## src/rtl/demux_pkg.sv

```systemverilog
// -----------------------------------------------------------------------------
// demux_pkg
// Shared definitions for the streaming 1-to-2 demultiplexer.
//   WIDTH_DEFAULT : default data word width
//   slot_state_t  : EMPTY/FULL state of one output holding register
//   SEL_OUT0/1    : in_sel encodings for the two destinations
// -----------------------------------------------------------------------------
package demux_pkg;

  localparam int WIDTH_DEFAULT = 32;

  typedef enum logic {
    SLOT_EMPTY = 1'b0,
    SLOT_FULL  = 1'b1
  } slot_state_t;

  localparam logic SEL_OUT0 = 1'b0;
  localparam logic SEL_OUT1 = 1'b1;

endpackage

```

## src/rtl/demux_out_slot.sv

```systemverilog
// -----------------------------------------------------------------------------
// demux_out_slot
// One output of the demultiplexer: a single-entry holding register with an
// EMPTY/FULL state machine and a valid/ready output handshake.
// Optional feature macro: DEMUX_COUNT_EN adds a wrapping delivery counter.
// Ports:
//   clk       : rising-edge clock
//   reset     : asynchronous active-high reset
//   load      : write load_data into the slot on this edge
//   load_data : word to store
//   valid     : slot holds a word
//   ready     : consumer takes the word
//   data      : stored word
//   count     : words delivered (DEMUX_COUNT_EN only)
// -----------------------------------------------------------------------------
module demux_out_slot
  import demux_pkg::*;
#(
  parameter int WIDTH = WIDTH_DEFAULT
`ifdef DEMUX_COUNT_EN
  ,
  parameter int CNT_W = 16
`endif
) (
  input  logic             clk,
  input  logic             reset,
  input  logic             load,
  input  logic [WIDTH-1:0] load_data,
  output logic             valid,
  input  logic             ready,
  output logic [WIDTH-1:0] data
`ifdef DEMUX_COUNT_EN
  ,
  output logic [CNT_W-1:0] count
`endif
);

  slot_state_t      r_state;
  slot_state_t      w_state_nxt;
  logic [WIDTH-1:0] r_data;

  // State register
  always_ff @(posedge clk or posedge reset) begin
    if (reset) begin
      r_state <= SLOT_EMPTY;
    end else begin
      r_state <= w_state_nxt;
    end
  end

  // Next state: a load wins over a drain on the same edge, so a slot that is
  // drained and reloaded together stays FULL and sustains one word per cycle.
  always_comb begin
    w_state_nxt = r_state;
    if (load) begin
      w_state_nxt = SLOT_FULL;
    end else if ((r_state == SLOT_FULL) && ready) begin
      w_state_nxt = SLOT_EMPTY;
    end
  end

  // Output decode
  always_comb begin
    valid = (r_state == SLOT_FULL);
  end

  // Holding register: only a load changes it; a drain leaves the last word.
  always_ff @(posedge clk or posedge reset) begin
    if (reset) begin
      r_data <= '0;
    end else if (load) begin
      r_data <= load_data;
    end
  end

  assign data = r_data;

`ifdef DEMUX_COUNT_EN
  logic [CNT_W-1:0] r_count;

  // Counts completed handshakes; wraps naturally at 2^CNT_W.
  always_ff @(posedge clk or posedge reset) begin
    if (reset) begin
      r_count <= '0;
    end else if (valid && ready) begin
      r_count <= r_count + 1'b1;
    end
  end

  assign count = r_count;
`endif

endmodule

```

## src/rtl/demux_1x2_stream.sv

```systemverilog
// -----------------------------------------------------------------------------
// demux_1x2_stream
// Streaming 1-to-2 demultiplexer. Each accepted input word is steered to
// output 0 or output 1 by in_sel; each output has its own one-entry slot so
// a stalled consumer only blocks words addressed to it.
// Optional feature macro: DEMUX_COUNT_EN adds per-output delivery counters.
// Ports:
//   clk, reset                       : clock, asynchronous active-high reset
//   in_valid/in_ready/in_sel/in_data : input channel
//   out0_valid/out0_ready/out0_data  : output 0 channel
//   out1_valid/out1_ready/out1_data  : output 1 channel
//   out0_count/out1_count            : delivery counters (DEMUX_COUNT_EN only)
// -----------------------------------------------------------------------------
module demux_1x2_stream
  import demux_pkg::*;
#(
  parameter int WIDTH = WIDTH_DEFAULT,
  parameter int CNT_W = 16
) (
  input  logic             clk,
  input  logic             reset,
  input  logic             in_valid,
  output logic             in_ready,
  input  logic             in_sel,
  input  logic [WIDTH-1:0] in_data,
  output logic             out0_valid,
  input  logic             out0_ready,
  output logic [WIDTH-1:0] out0_data,
  output logic             out1_valid,
  input  logic             out1_ready,
  output logic [WIDTH-1:0] out1_data
`ifdef DEMUX_COUNT_EN
  ,
  output logic [CNT_W-1:0] out0_count,
  output logic [CNT_W-1:0] out1_count
`endif
);

  logic w_rdy0;
  logic w_rdy1;
  logic w_load0;
  logic w_load1;

  // A slot can take a word if it is empty or is being drained this cycle.
  // in_ready looks only at the selected slot and never at in_valid.
  assign w_rdy0   = !out0_valid || out0_ready;
  assign w_rdy1   = !out1_valid || out1_ready;
  assign in_ready = (in_sel == SEL_OUT1) ? w_rdy1 : w_rdy0;

  assign w_load0  = in_valid && in_ready && (in_sel == SEL_OUT0);
  assign w_load1  = in_valid && in_ready && (in_sel == SEL_OUT1);

  demux_out_slot #(
    .WIDTH (WIDTH)
`ifdef DEMUX_COUNT_EN
    ,
    .CNT_W (CNT_W)
`endif
  ) u_slot0 (
    .clk       (clk),
    .reset     (reset),
    .load      (w_load0),
    .load_data (in_data),
    .valid     (out0_valid),
    .ready     (out0_ready),
    .data      (out0_data)
`ifdef DEMUX_COUNT_EN
    ,
    .count     (out0_count)
`endif
  );

  demux_out_slot #(
    .WIDTH (WIDTH)
`ifdef DEMUX_COUNT_EN
    ,
    .CNT_W (CNT_W)
`endif
  ) u_slot1 (
    .clk       (clk),
    .reset     (reset),
    .load      (w_load1),
    .load_data (in_data),
    .valid     (out1_valid),
    .ready     (out1_ready),
    .data      (out1_data)
`ifdef DEMUX_COUNT_EN
    ,
    .count     (out1_count)
`endif
  );

endmodule

```

## config.mk

```make
export PLATFORM = sky130hd
export DESIGN_NAME = demux_1x2_stream
export DESIGN_NICKNAME = d
export VERILOG_FILES = /design/src/rtl/demux_pkg.sv /design/src/rtl/demux_out_slot.sv /design/src/rtl/demux_1x2_stream.sv
export SDC_FILE = /design/constraint.sdc
export NUM_CORES = 1
export LEC_CHECK = 0
export CORE_UTILIZATION = 46
export DETAILED_ROUTE_END_ITERATION = 6
export GPL_TIMING_DRIVEN = 0
export PLACE_DENSITY = 0.95
export SETUP_SLACK_MARGIN = 0.5
export SYNTH_ARGS = -nofsm -noshare
export SYNTH_HDL_FRONTEND = slang
export SYNTH_SLANG_ARGS = --single-unit
```

## constraint.sdc

```tcl
create_clock -name clk -period 4.1 [get_ports clk]
set_clock_uncertainty 0.05 [all_clocks]
set_input_delay 0.41 -clock clk [delete_from_list [all_inputs] [get_ports clk]]
set_output_delay 0.41 -clock clk [all_outputs]
set_load 0.02 [all_outputs]
```

* Yosys cells after proc, flatten, opt, wreduce, memory -nomap -nowiden *
Index checks and enable logic that the tools add are counted.

storage, ports and cells
  flip-flop bits (word level) = 66
  latch bits = 0
  RAM bits = 0
  bits in read-only memories = 0
  bits of input ports = 38
  output and inout bits = 67
  logic and storage cells = 21
  memories kept = 0

operators by class
  add/sub/neg operators = 0
  $mul = 0
  divide/modulo/power cells = 0
  magnitude comparators = 0
  eq/ne operators = 0
  shifts and indexed selects = 0
  mux-type cells = 5
  bitwise logic cells = 1
  reduce and logical (&&, ||, !) cells = 11

operators by type and width
  kind                number
  1-bit logical AND   5
  1-bit two-way mux   5
  2-bit nonzero test  2
  1-bit logical NOT   2
  1-bit logical OR    2
  1-bit inverter      1

* Logic depth before layout (Yosys ltp) *
  depth after elaboration = 6
  mapped depth = 4
  depth with buffers taken out = 3

* By module *
A second synthesis with hierarchy kept.

unflattened totals
  cells, all modules = 151
  area, all modules = 2807.7 sq um

by module, submodules not included
  module            instances  cells an instance  area an instance (sq um)  seq. area each (sq um)
  demux_out_slot    2          72                 1381.3                    825.8
  demux_1x2_stream  1          7                  45.0                      0.0

* Least setup slack after synthesis *
Ideal clock, no wire load.

  kind = register to register
  start point = register u_slot0.r_state, in the netlist u_slot0.valid
  end point = register u_slot0.r_data[0], in the netlist u_slot0.data[0]
  setup time = 0.125 ns
  data arrival time = 1.350 ns
  slack = 2.575 ns
  stages on the path, launching flop included = 5
  buffers on the path = 1
  period minus slack after synthesis = 1.525 ns
  cells stage by stage = dfrtp_1 -> nand2b_2 -> nor3b_4 -> buf_6 -> mux2_2

on the way
  word-level cells in the longest chain between the ends = 5

RTL lines
  element                          line                    RTL
  start: declaration               demux_out_slot.sv:38    slot_state_t r_state;
  start signal: assignment         demux_out_slot.sv:47    r_state <= w_state_nxt;
  1-bit logical NOT                demux_1x2_stream.sv:46  assign w_rdy0 = !out0_valid || out0_ready;
  1-bit logical OR                 demux_1x2_stream.sv:46
  1-bit two-way mux                demux_1x2_stream.sv:48  assign in_ready = (in_sel == SEL_OUT1) ? w_rdy1 : w_rdy0;
  1-bit logical AND (2 in series)  demux_1x2_stream.sv:50  assign w_load0 = in_valid && in_ready && (in_sel == SEL_OUT0);
  end signal: assignment           demux_out_slot.sv:72    r_data <= load_data;
  end: declaration                 demux_out_slot.sv:40    logic [WIDTH-1:0] r_data;

No other way between the ends.
A chain may end at the register's enable or synchronous reset.

* Final worst setup path *
  start point = input port out1_ready
  end point = output port in_ready

on the way
  word-level cells in the longest chain between the ends = 2

RTL lines
  element             line                    RTL
  start: declaration  demux_1x2_stream.sv:30  input logic out1_ready,
  1-bit logical OR    demux_1x2_stream.sv:47  assign w_rdy1 = !out1_valid || out1_ready;
  1-bit two-way mux   demux_1x2_stream.sv:48
  end: declaration    demux_1x2_stream.sv:23  output logic in_ready,

No other way between the ends.

==> summary.md <==
| Metric | Value |
|---|---|
| Critical Path Sink Type | `output port` |
| WL/cell | `16.0 um` |
| Largest net degree at the start of global routing | `36` |
| Register area | `roughly 1700 um2` |
| Critical path required time | `~3.6 ns` |
| Post-Synthesis Cells | `147` |
| Routability cong. | `between 0.7 and 0.8` |
| Total gr overflow | `0` |
| DRT antenna net count | `0` |
| Syn Nets | `approximately 190` |
| Final Hold Fails | `0` |
| Crit path max-delay family | `buffers and inverters` |
| Clock slew at the register clock pins of the worst setup and hold paths | `0.07 ns` |
| Initial Util | `0.485` |
| Layout Cells excl Fill | `338` |
| Initial antenna violation count | `0` |
| CP Launch Type | `primary input` |
| Core area | `5200 um2` |
| TritonCTS Buffers | `9` |
| Fmax achieved | `429 MHz` |
| Die height | `approximately 76 um` |
| Vias in the first global route | `1808` |
| Buffers on Ports | `104` |
| Actual slew at the worst max-slew pin | `0.684 ns` |
| Global-route wire length before repair | `about 9000 um` |
| Via Count | `approximately 1.6k` |
| Hold_buf cts | `0` |
| TritonCTS Sinks | `between 60 and 70` |
| Status | `completed` |
| Arrival time worst endpoint | `roughly 1.9 ns` |
| Count of final setup violators | `0` |
| Tcrit/Tclk final | `0.568` |
| Area of the multi-input gates | `792 um2` |
| Avg Inst Size Synth | `17.2 um2` |
| Num ports | `105` |
| Minimum clock period | `2.33 ns` |
| Slew Viols, Final | `0` |
| Via/cell ratio | `4.84` |
| Most Frequent Cell on Critical Path | `clkdlybuf4s50_1` |
| FP Rows | `26` |
| Slowest stage cell, crit path | `clkdlybuf4s50_1` |
| DRC | `0` |
| Fillers | `370` |
| Worst path max stage delay | `0.63 ns` |
| Routed WL | `5420 um` |
| Class of the worst hold path | `reg2reg` |
| CTS tree | `done` |
| ANT cells | `0` |
| Post-CTS sizing | `0` |
| MaxCap Viol Count | `0` |
| Kind of critical path | `in2out` |
| Post-Syn Area | `2520 um2` |
| Setup slack, reg-to-reg | `2.56 ns` |
| Slew HR | `0.543` |
| Worst Path Buf+Inv | `2` |
| Die Span X | `76.1 um` |
| # nets final | `301` |
| Layout area overhead | `52.0%` |
| Peak supply drop | `~0.34 mV` |
| HPWL after detailed placement | `4040 um` |
| Maximum clock path buffer count | `2` |
| Critical path, cell by cell | `clkdlybuf4s50_1 -> and2b_1 -> a21oi_1 -> clkdlybuf4s50_1` |
| WHS | `0.442 ns` |
| Placed cell count | `322` |
| CTS root buffer | `clkbuf_8` |
| YS warnings | `0` |
| Setup TNS | `0 ns` |
| Share of cells above drive strength 1 | `0.321` |
| Sequential area share after synthesis | `0.654` |
| Post-CTS setup buffer count | `0` |
| Number of DRC markers in iteration 0 | `between 50 and 60` |
| Unrepaired setup endpoints after global routing | `no` |
| Die Area | `5790 um2` |
| Static leakage | `1.60 nW` |
| Crit-path max FO | `3` |
| All-Layer GR Usage | `0.205` |
| Post-synthesis register bit count | `66` |
| DRT Pass-1 Iters | `4` |
| Yosys cell types | `15` |
| H-tree levels | `3` |
| Clock Latency Late Sink | `0.32 ns` |
| Pwr/cell area | `about 500 nW/um2` |
synthesized netlist by cell type:
cell	count	area share
dfrtp_1	66	0.65
mux2_2	62	0.28
buf_6	4	0.018
clkbuf_8	2	0.011
inv_1	2	0.0030
mux2_1	2	0.0089
a21oi_1	1	0.0020
and2b_1	1	0.0030
nand2_1	1	0.0015
nand2b_2	1	0.0035
nor2_1	1	0.0015
nor2_4	1	0.0045
nor3b_4	1	0.0074
o21ai_0	1	0.0020
or2b_1	1	0.0030
kinds of logic (layout without fill, tap and decap cells):
logic type,Yosys count,in the layout,synth area share
buffers and inverters,8,129,0.0317
flip-flops,66,66,0.654
multiplexers,64,64,0.286
AND/OR/NAND/NOR,7,7,0.0243
AO/OA/AOI/OAI,2,2,0.00396
flip-flops by register name, indices dropped and copies added, names as in the netlist:
register / flops
u_slot0.data: 32
u_slot1.valid: 1
u_slot0.valid: 1
u_slot1.data: 32
where the power goes:
group	switching (mW)	internal, mW	total (mW)	leakage [nW]
registers	0.0601	0.768	0.828	0.777
logic	0.270	0.330	0.600	0.733
clock network	0.224	0.234	0.458	0.0872
total	0.555	1.33	1.89	1.60
path summary, 6_finish.rpt:
path | startpoint | to | depth (start not counted)
worst max register to register | u_slot0.valid | u_slot0.data[16] | 4
max in group asynchronous | reset | u_slot0.data[11] | 3
worst min-delay path | u_slot1.data[24] | u_slot1.data[24] | 1
worst max-delay path | out1_ready | in_ready | 4
worst min register to register | u_slot1.data[24] | u_slot1.data[24] | 1
min in group asynchronous | reset | u_slot1.data[19] | 2
routing by layer:
| layer | global-route usage | wire length (um) |
|---|---|---|
| met3 | 0.0491 | 288 |
| met2 | 0.373 | 2980 |
| met1 | 0.228 | 2080 |
| met4 | 0.0865 | 76 |
| met5 | 0 | 0 |
per-stage QoR:
step / area (um2) / total power [mW] / util / worst slack, ns
3_5_place_dp: 3670 / 1.45 / 0.706 / 1.77
5_1_grt: 3840 / 1.97 / 0.737 / 1.72
6_report: 3840 / 1.89 / 0.737 / 1.77
4_1_cts: 3840 / 1.91 / 0.737 / 1.76
3_3_place_gp: 3650 / 1.42 / 0.702 / 0.963
2_1_floorplan: 2520 / 1.12 / - / 1.99
area by class of cell:
cell class,count,share of cell area
plain buffers,6,0.0189
clock buffers,13,0.0388
well taps,70,0.0228
repair buffers,105,0.277
clock inverters,3,0.00391
inverters,2,0.00196
flip-flops and latches,66,0.431
multi-input cells,73,0.206
layout by cell type (no fill, tap or decap), drive strengths merged:
cell           netlist  routed
a21oi                1       1
and2b                1       1
buf                  4       5
clkbuf               2      15
clkdlybuf4s50        0     104
clkinv               0       3
dfrtp               66      66
inv                  2       2
mux2                64      64
nand2                1       1
nand2b               1       1
nor2                 2       2
nor3b                1       1
o21ai                1       1
or2b                 1       1
Power figures use the tool's default switching activity.
==> patch 1, RTL diff (config.mk and constraints unchanged) <==
The option `DEMUX_COUNT_EN` is turned on by a define.
--- a/src/rtl/demux_out_slot.sv
+++ b/src/rtl/demux_out_slot.sv
@@ -13,6 +13,8 @@
 //   data      : stored word
 //   count     : words delivered (DEMUX_COUNT_EN only)
 // -----------------------------------------------------------------------------
+`define DEMUX_COUNT_EN
+
 module demux_out_slot
   import demux_pkg::*;
 #(
Formal check against the unedited RTL (old outputs only; new: out0_count and out1_count): equivalent (Yosys induction, for registers that start in step).
==> patch 1 against the original RTL <==
Via count grew 58%; final area grew 49%; power grew 45%; sequential cell count grew 32; worst hold slack lost 2.7 ps; critical path type unchanged; synthesized area grew 60%; routed wire length grew 60%; setup slack lost 68 ps.
==> patch 1: results (changes against the original RTL) <==
[global_route]
grt_pass1_vias = 2705  ; +50%
antenna_found_initial = 0  ; unchanged
grt_pass1_wl_um = 13770  ; +53%
use_met1_pct = 24.99  ; +2.2 points
grt_use_met3_pct = 6.220  ; +1.3 points
grt_max_degree = 51  ; +42%
grtUsageMet2_pct = 33.57  ; -3.7 points
grt_usage_pct = 20.24  ; -0.22 points

[detailed_routing]
routed_via_density = 4.971  ; +2.7%
via_count = 2590  ; +58%
dr.pass1.iters = 4  ; unchanged
totalWireLength_um = 8646  ; +60%
drt-initial-drc-count = 52  ; -8.8%

[timing]
slew_headroom_pct = 58.45  ; +4.1 points

[placed_design]
port_buffers = 136  ; +31%
dp_cells = 505  ; +57%
dpl_cell_area_um2 = 5550  ; +51%
place.gp.congestion = 0.7239  ; +2.7%
hpwl_um = 6348  ; +57%

[worst_setup_path]
slowest_delay_ps = 560  ; -70 ps
cp.arrival_ps = 1940  ; +70 ps
cp_slowest_cell = clkdlybuf4s50_1
path_max_fanout = 4  ; +1
cpLargestDelayFamily = buffers and inverters

[synthesis]
async_reset_ff_share_pct = 100.0  ; unchanged
syn_avg_cell_area_um2 = 15.31  ; -11%
syn_nets = 303  ; +64%
synth_area_leaders = dfrtp_1 61%, mux2_4 11%, mux2_2 9.8%
ys_types = 24  ; +9
synth_common_cells = 98 x dfrtp_1, 35 x mux2_2, 29 x mux2_4
ys.flop_type = dfrtp_1
ys_warn_count = 0  ; unchanged
ys_seq_area_share_pct = 60.89  ; -4.6 points

[finish]
num-nets-final = 451  ; +50%
fillers = 589  ; +59%
antenna_cells = 0  ; unchanged
final_layout_size_suffix_gt1_share_pct = 21.88  ; -10 points

[clock_network]
cts_root_buf = clkbuf_8
path_clk_slew_ps = 100  ; +30 ps
cts_made_buffers = 9  ; unchanged
clock_path_buffers = 2  ; unchanged
htree_levels = 3  ; unchanged
cts_resized = 0  ; unchanged
cts_setup_buffers = 0  ; unchanged
clock_latency_ps = 350  ; +30 ps

[power_and_ir_drop]
p_int_mw = 1.864  ; +40%
max-vdd-ir-drop_mv = 0.3128  ; -7.4%
power.leakage_nw = 2.513  ; +57%

[run_status]
status = finished, final reports clean

[floorplanning]
core_area_um2 = 8341  ; +60%

[min_path]
hp-class = flip-flop to flip-flop

[patch 1: cell families (layout without fill, tap and decap cells)]
kind of cell	Yosys count	count (layout)	synth area share (%)
flops	98	98	60.89
mux	67	67	21.44
simple gates	53	53	7.331
xor+xnor	30	30	6.524
buf+inv	13	166	3.200
fa+ha+maj	2	2	0.6212
[patch 1: worst reg2reg max path: stages, from the launching register on]
cell,delay (ps)
dfrtp_1,430
nand2b_1,150
nor2b_1,130
buf_2,180
buf_6,180
mux2_2,360
[patch 1: routing by layer]
metal | up-vias | part of all wire [%]
li1 | 1195 | -
met1 | 1282 | 42
met2 | 101 | 49
met3 | 12 | 7.1
met4 | 0 | 1.5
met5 | - | 0
[patch 1: area by class of cell]
type | count | area share (%)
flip-flops and latches | 98 | 42.79
repair buffers | 137 | 24.23
well taps | 105 | 2.292
clock buffers | 11 | 2.467
plain buffers | 8 | 1.921
inverters | 5 | 0.3711
clock inverters | 5 | 0.6985
multi-input cells | 152 | 25.23
[patch 1: power by group through the flow]
stage | combinational [mW] | clock [mW] | sequential, mW
global placement | 0.879 | 0 | 1.27
CTS | 0.912 | 0.583 | 1.26
detailed placement | 0.906 | 0 | 1.28
floorplan | 0.252 | 0 | 1.47
finish | 0.899 | 0.570 | 1.26
global route | 0.952 | 0.628 | 1.29
[patch 1: final timing paths]
path / slack [ps] / cells after the start / start / end
max in group asynchronous: 2900 / 3 / reset / u_slot1.data[29]
setup reg to reg: 2510 / 5 / u_slot1.valid / u_slot1.data[10]
hold reg to reg: 440 / 1 / u_slot0.count[15] / u_slot0.count[15]
hold / removal: 440 / 1 / u_slot0.count[15] / u_slot0.count[15]
setup / recovery: 1700 / 4 / out0_ready / in_ready
min in group asynchronous: 450 / 2 / reset / u_slot0.count[12]
[patch 1: metrics by stage]
step | setup WS (ps) | hold slack [ps] | util, %
6_report | 1703 | 438.9 | 68.72
5_1_grt | 1620 | 458.9 | 68.72
4_1_cts | 1684 | 447.2 | 68.72
3_5_place_dp | 1700 | 428.1 | 66.55
3_3_place_gp | -253.7 | 410.5 | 66.19
2_1_floorplan | 1078 | 491.3 | -
==> patch 2, RTL diff (same settings) <==
Made on the original files. The package constant `WIDTH_DEFAULT` goes from 32 to 16.
--- a/src/rtl/demux_pkg.sv
+++ b/src/rtl/demux_pkg.sv
@@ -7,7 +7,7 @@
 // -----------------------------------------------------------------------------
 package demux_pkg;
 
-  localparam int WIDTH_DEFAULT = 32;
+  localparam int WIDTH_DEFAULT = 16;
 
   typedef enum logic {
     SLOT_EMPTY = 1'b0,
Interface: changed (resized in_data, out0_data and out1_data); port bits go from 105 to 57. No check against the original RTL was run, so the function may have changed too.
==> patch 2 against the original RTL <==
Final area down 48%; setup slack worse by 33 ps; routed wire length down 47%; count of clock-buffer cells in the layout down 6; synthesized cell count down 46%; combinational power down 48%; clock power down 59%; sequential cell count down 32; power down 51%; core utilization up 3.4 points; sequential share of layout area down 0.45 points; synthesized area down 48%; largest cell class unchanged; highest routed layer unchanged.
==> patch 2: results (changes against the original RTL) <==
[run_status]
status = finished, final reports clean

[power_and_ir_drop]
max-vdd-ir-drop_mv = 0.3731  ; +10%
p_sw_mw = 0.2776  ; -50%
power.leakage_nw = 0.8337  ; -48%

[placed_design]
dpl_cell_area_um2 = 1909  ; -48%
port_buffers = 56  ; -46%
place_ws_ps = 1750  ; -17.96 ps
hpwl_um = 2115  ; -48%
place.gp.congestion = 0.7332  ; +4.0%

[clock_network]
path_clk_slew_ps = 110  ; +40 ps
htree_levels = 2  ; -1
clock_latency_ps = 330
cts_made_buffers = 5  ; -4
cts_root_buf = clkbuf_4

[timing]
slew_headroom_pct = 66.80  ; +12 points

[synthesis]
ys_types = 13  ; -2
ys_warn_count = 0  ; unchanged
syn_nets = 101  ; -45%
syn_avg_cell_area_um2 = 16.60  ; -3.3%
synth_area_leaders = dfrtp_1 65%, mux2_2 27%, buf_6 1.7%
synth_common_cells = 34 x dfrtp_1, 32 x mux2_2, 2 x buf_6, 2 x inv_1
synth-compound-area-share_pct = 0.7634  ; +0.37 points
ys_seq_area_share_pct = 64.89  ; -0.56 points
synth_mux_area_share_pct = 27.48  ; -1.1 points

[finish]
num-nets-final = 165  ; -45%
final_layout_size_suffix_gt1_share_pct = 31.25  ; -0.84 points

[detailed_routing]
route.met3.wl_um = 108  ; -63%
via_count = 872  ; -47%
wl_met2_um = 1631  ; -45%
wl_met1_um = 1065  ; -49%
routed_via_density = 5.011  ; +3.5%
drt-initial-drc-count = 6  ; -89%
detail_route.wl_per_cell_um = 16.43  ; +2.4%

[global_route]
use_met1_pct = 22.73  ; -0.063 points
grtUsageMet2_pct = 34.60  ; -2.7 points
grt_usage_pct = 19.63  ; -0.83 points
grt_use_met3_pct = 5.152  ; +0.24 points
grt_max_degree = 35  ; -2.8%
grt_pass1_vias = 951  ; -47%
grt_pass1_wl_um = 4574  ; -49%

[worst_setup_path]
cp.arrival_ps = 1900  ; +30 ps
slowest_delay_ps = 630  ; about the same

[min_path]
hp-class = input port to asynchronous set/reset pin

-- patch 2: cell count changes after synthesis --
cell      unedited run  this run
nand2b_1             0         1
mux2_1               2         0
dfrtp_1             66        34
clkbuf_8             2         0
mux2_2              62        32
buf_6                4         2
or2b_1               1         0
-- patch 2: kinds of logic (layout without fill, tap and decap cells) --
| logic type | after synthesis | after routing |
|---|---|---|
| multiplexers | 32 | 32 |
| flip-flops | 34 | 34 |
| AND/OR/NAND/NOR | 7 | 7 |
| AO/OA/AOI/OAI | 2 | 2 |
| buffers and inverters | 4 | 69 |
-- patch 2: worst paths after layout --
check                                  from               end  slack [ps]  cells after the start
setup / recovery                 out1_ready          in_ready        1740                      4
hold / removal                        reset   u_slot0.data[0]         300                      2
setup reg to reg              u_slot0.valid   u_slot0.data[3]        2450                      4
hold reg to reg            u_slot0.data[14]  u_slot0.data[14]         460                      1
max in group asynchronous             reset  u_slot1.data[12]        3270                      3
min in group clk           u_slot0.data[14]  u_slot0.data[14]         460                      1
-- patch 2: critical path: cells and delay by family --
| kind | cells | cell delay (ps) |
|---|---|---|
| buf+inv | 2 | 1090 |
| simple gates | 1 | 220 |
| compound gates | 1 | 180 |
-- patch 2: final cells by class --
type	instances	area, um2
clock buffers	7	55.05
plain buffers	2	22.52
clock inverters	1	5.005
multi-input cells	41	430.4
fillers	170	593.1
flip-flops and latches	34	850.8
inverters	2	7.507
repair buffers	57	588.1
well taps	30	37.54
-- patch 2: power groups by stage --
stage / Sequential [mW] / Clock [mW] / Combinational, mW
after global routing: 0.433 / 0.211 / 0.327
after CTS: 0.425 / 0.193 / 0.312
after global placement: 0.427 / 0 / 0.303
final: 0.425 / 0.190 / 0.312
after floorplan: 0.504 / 0 / 0.0739
after detailed placement: 0.432 / 0 / 0.311
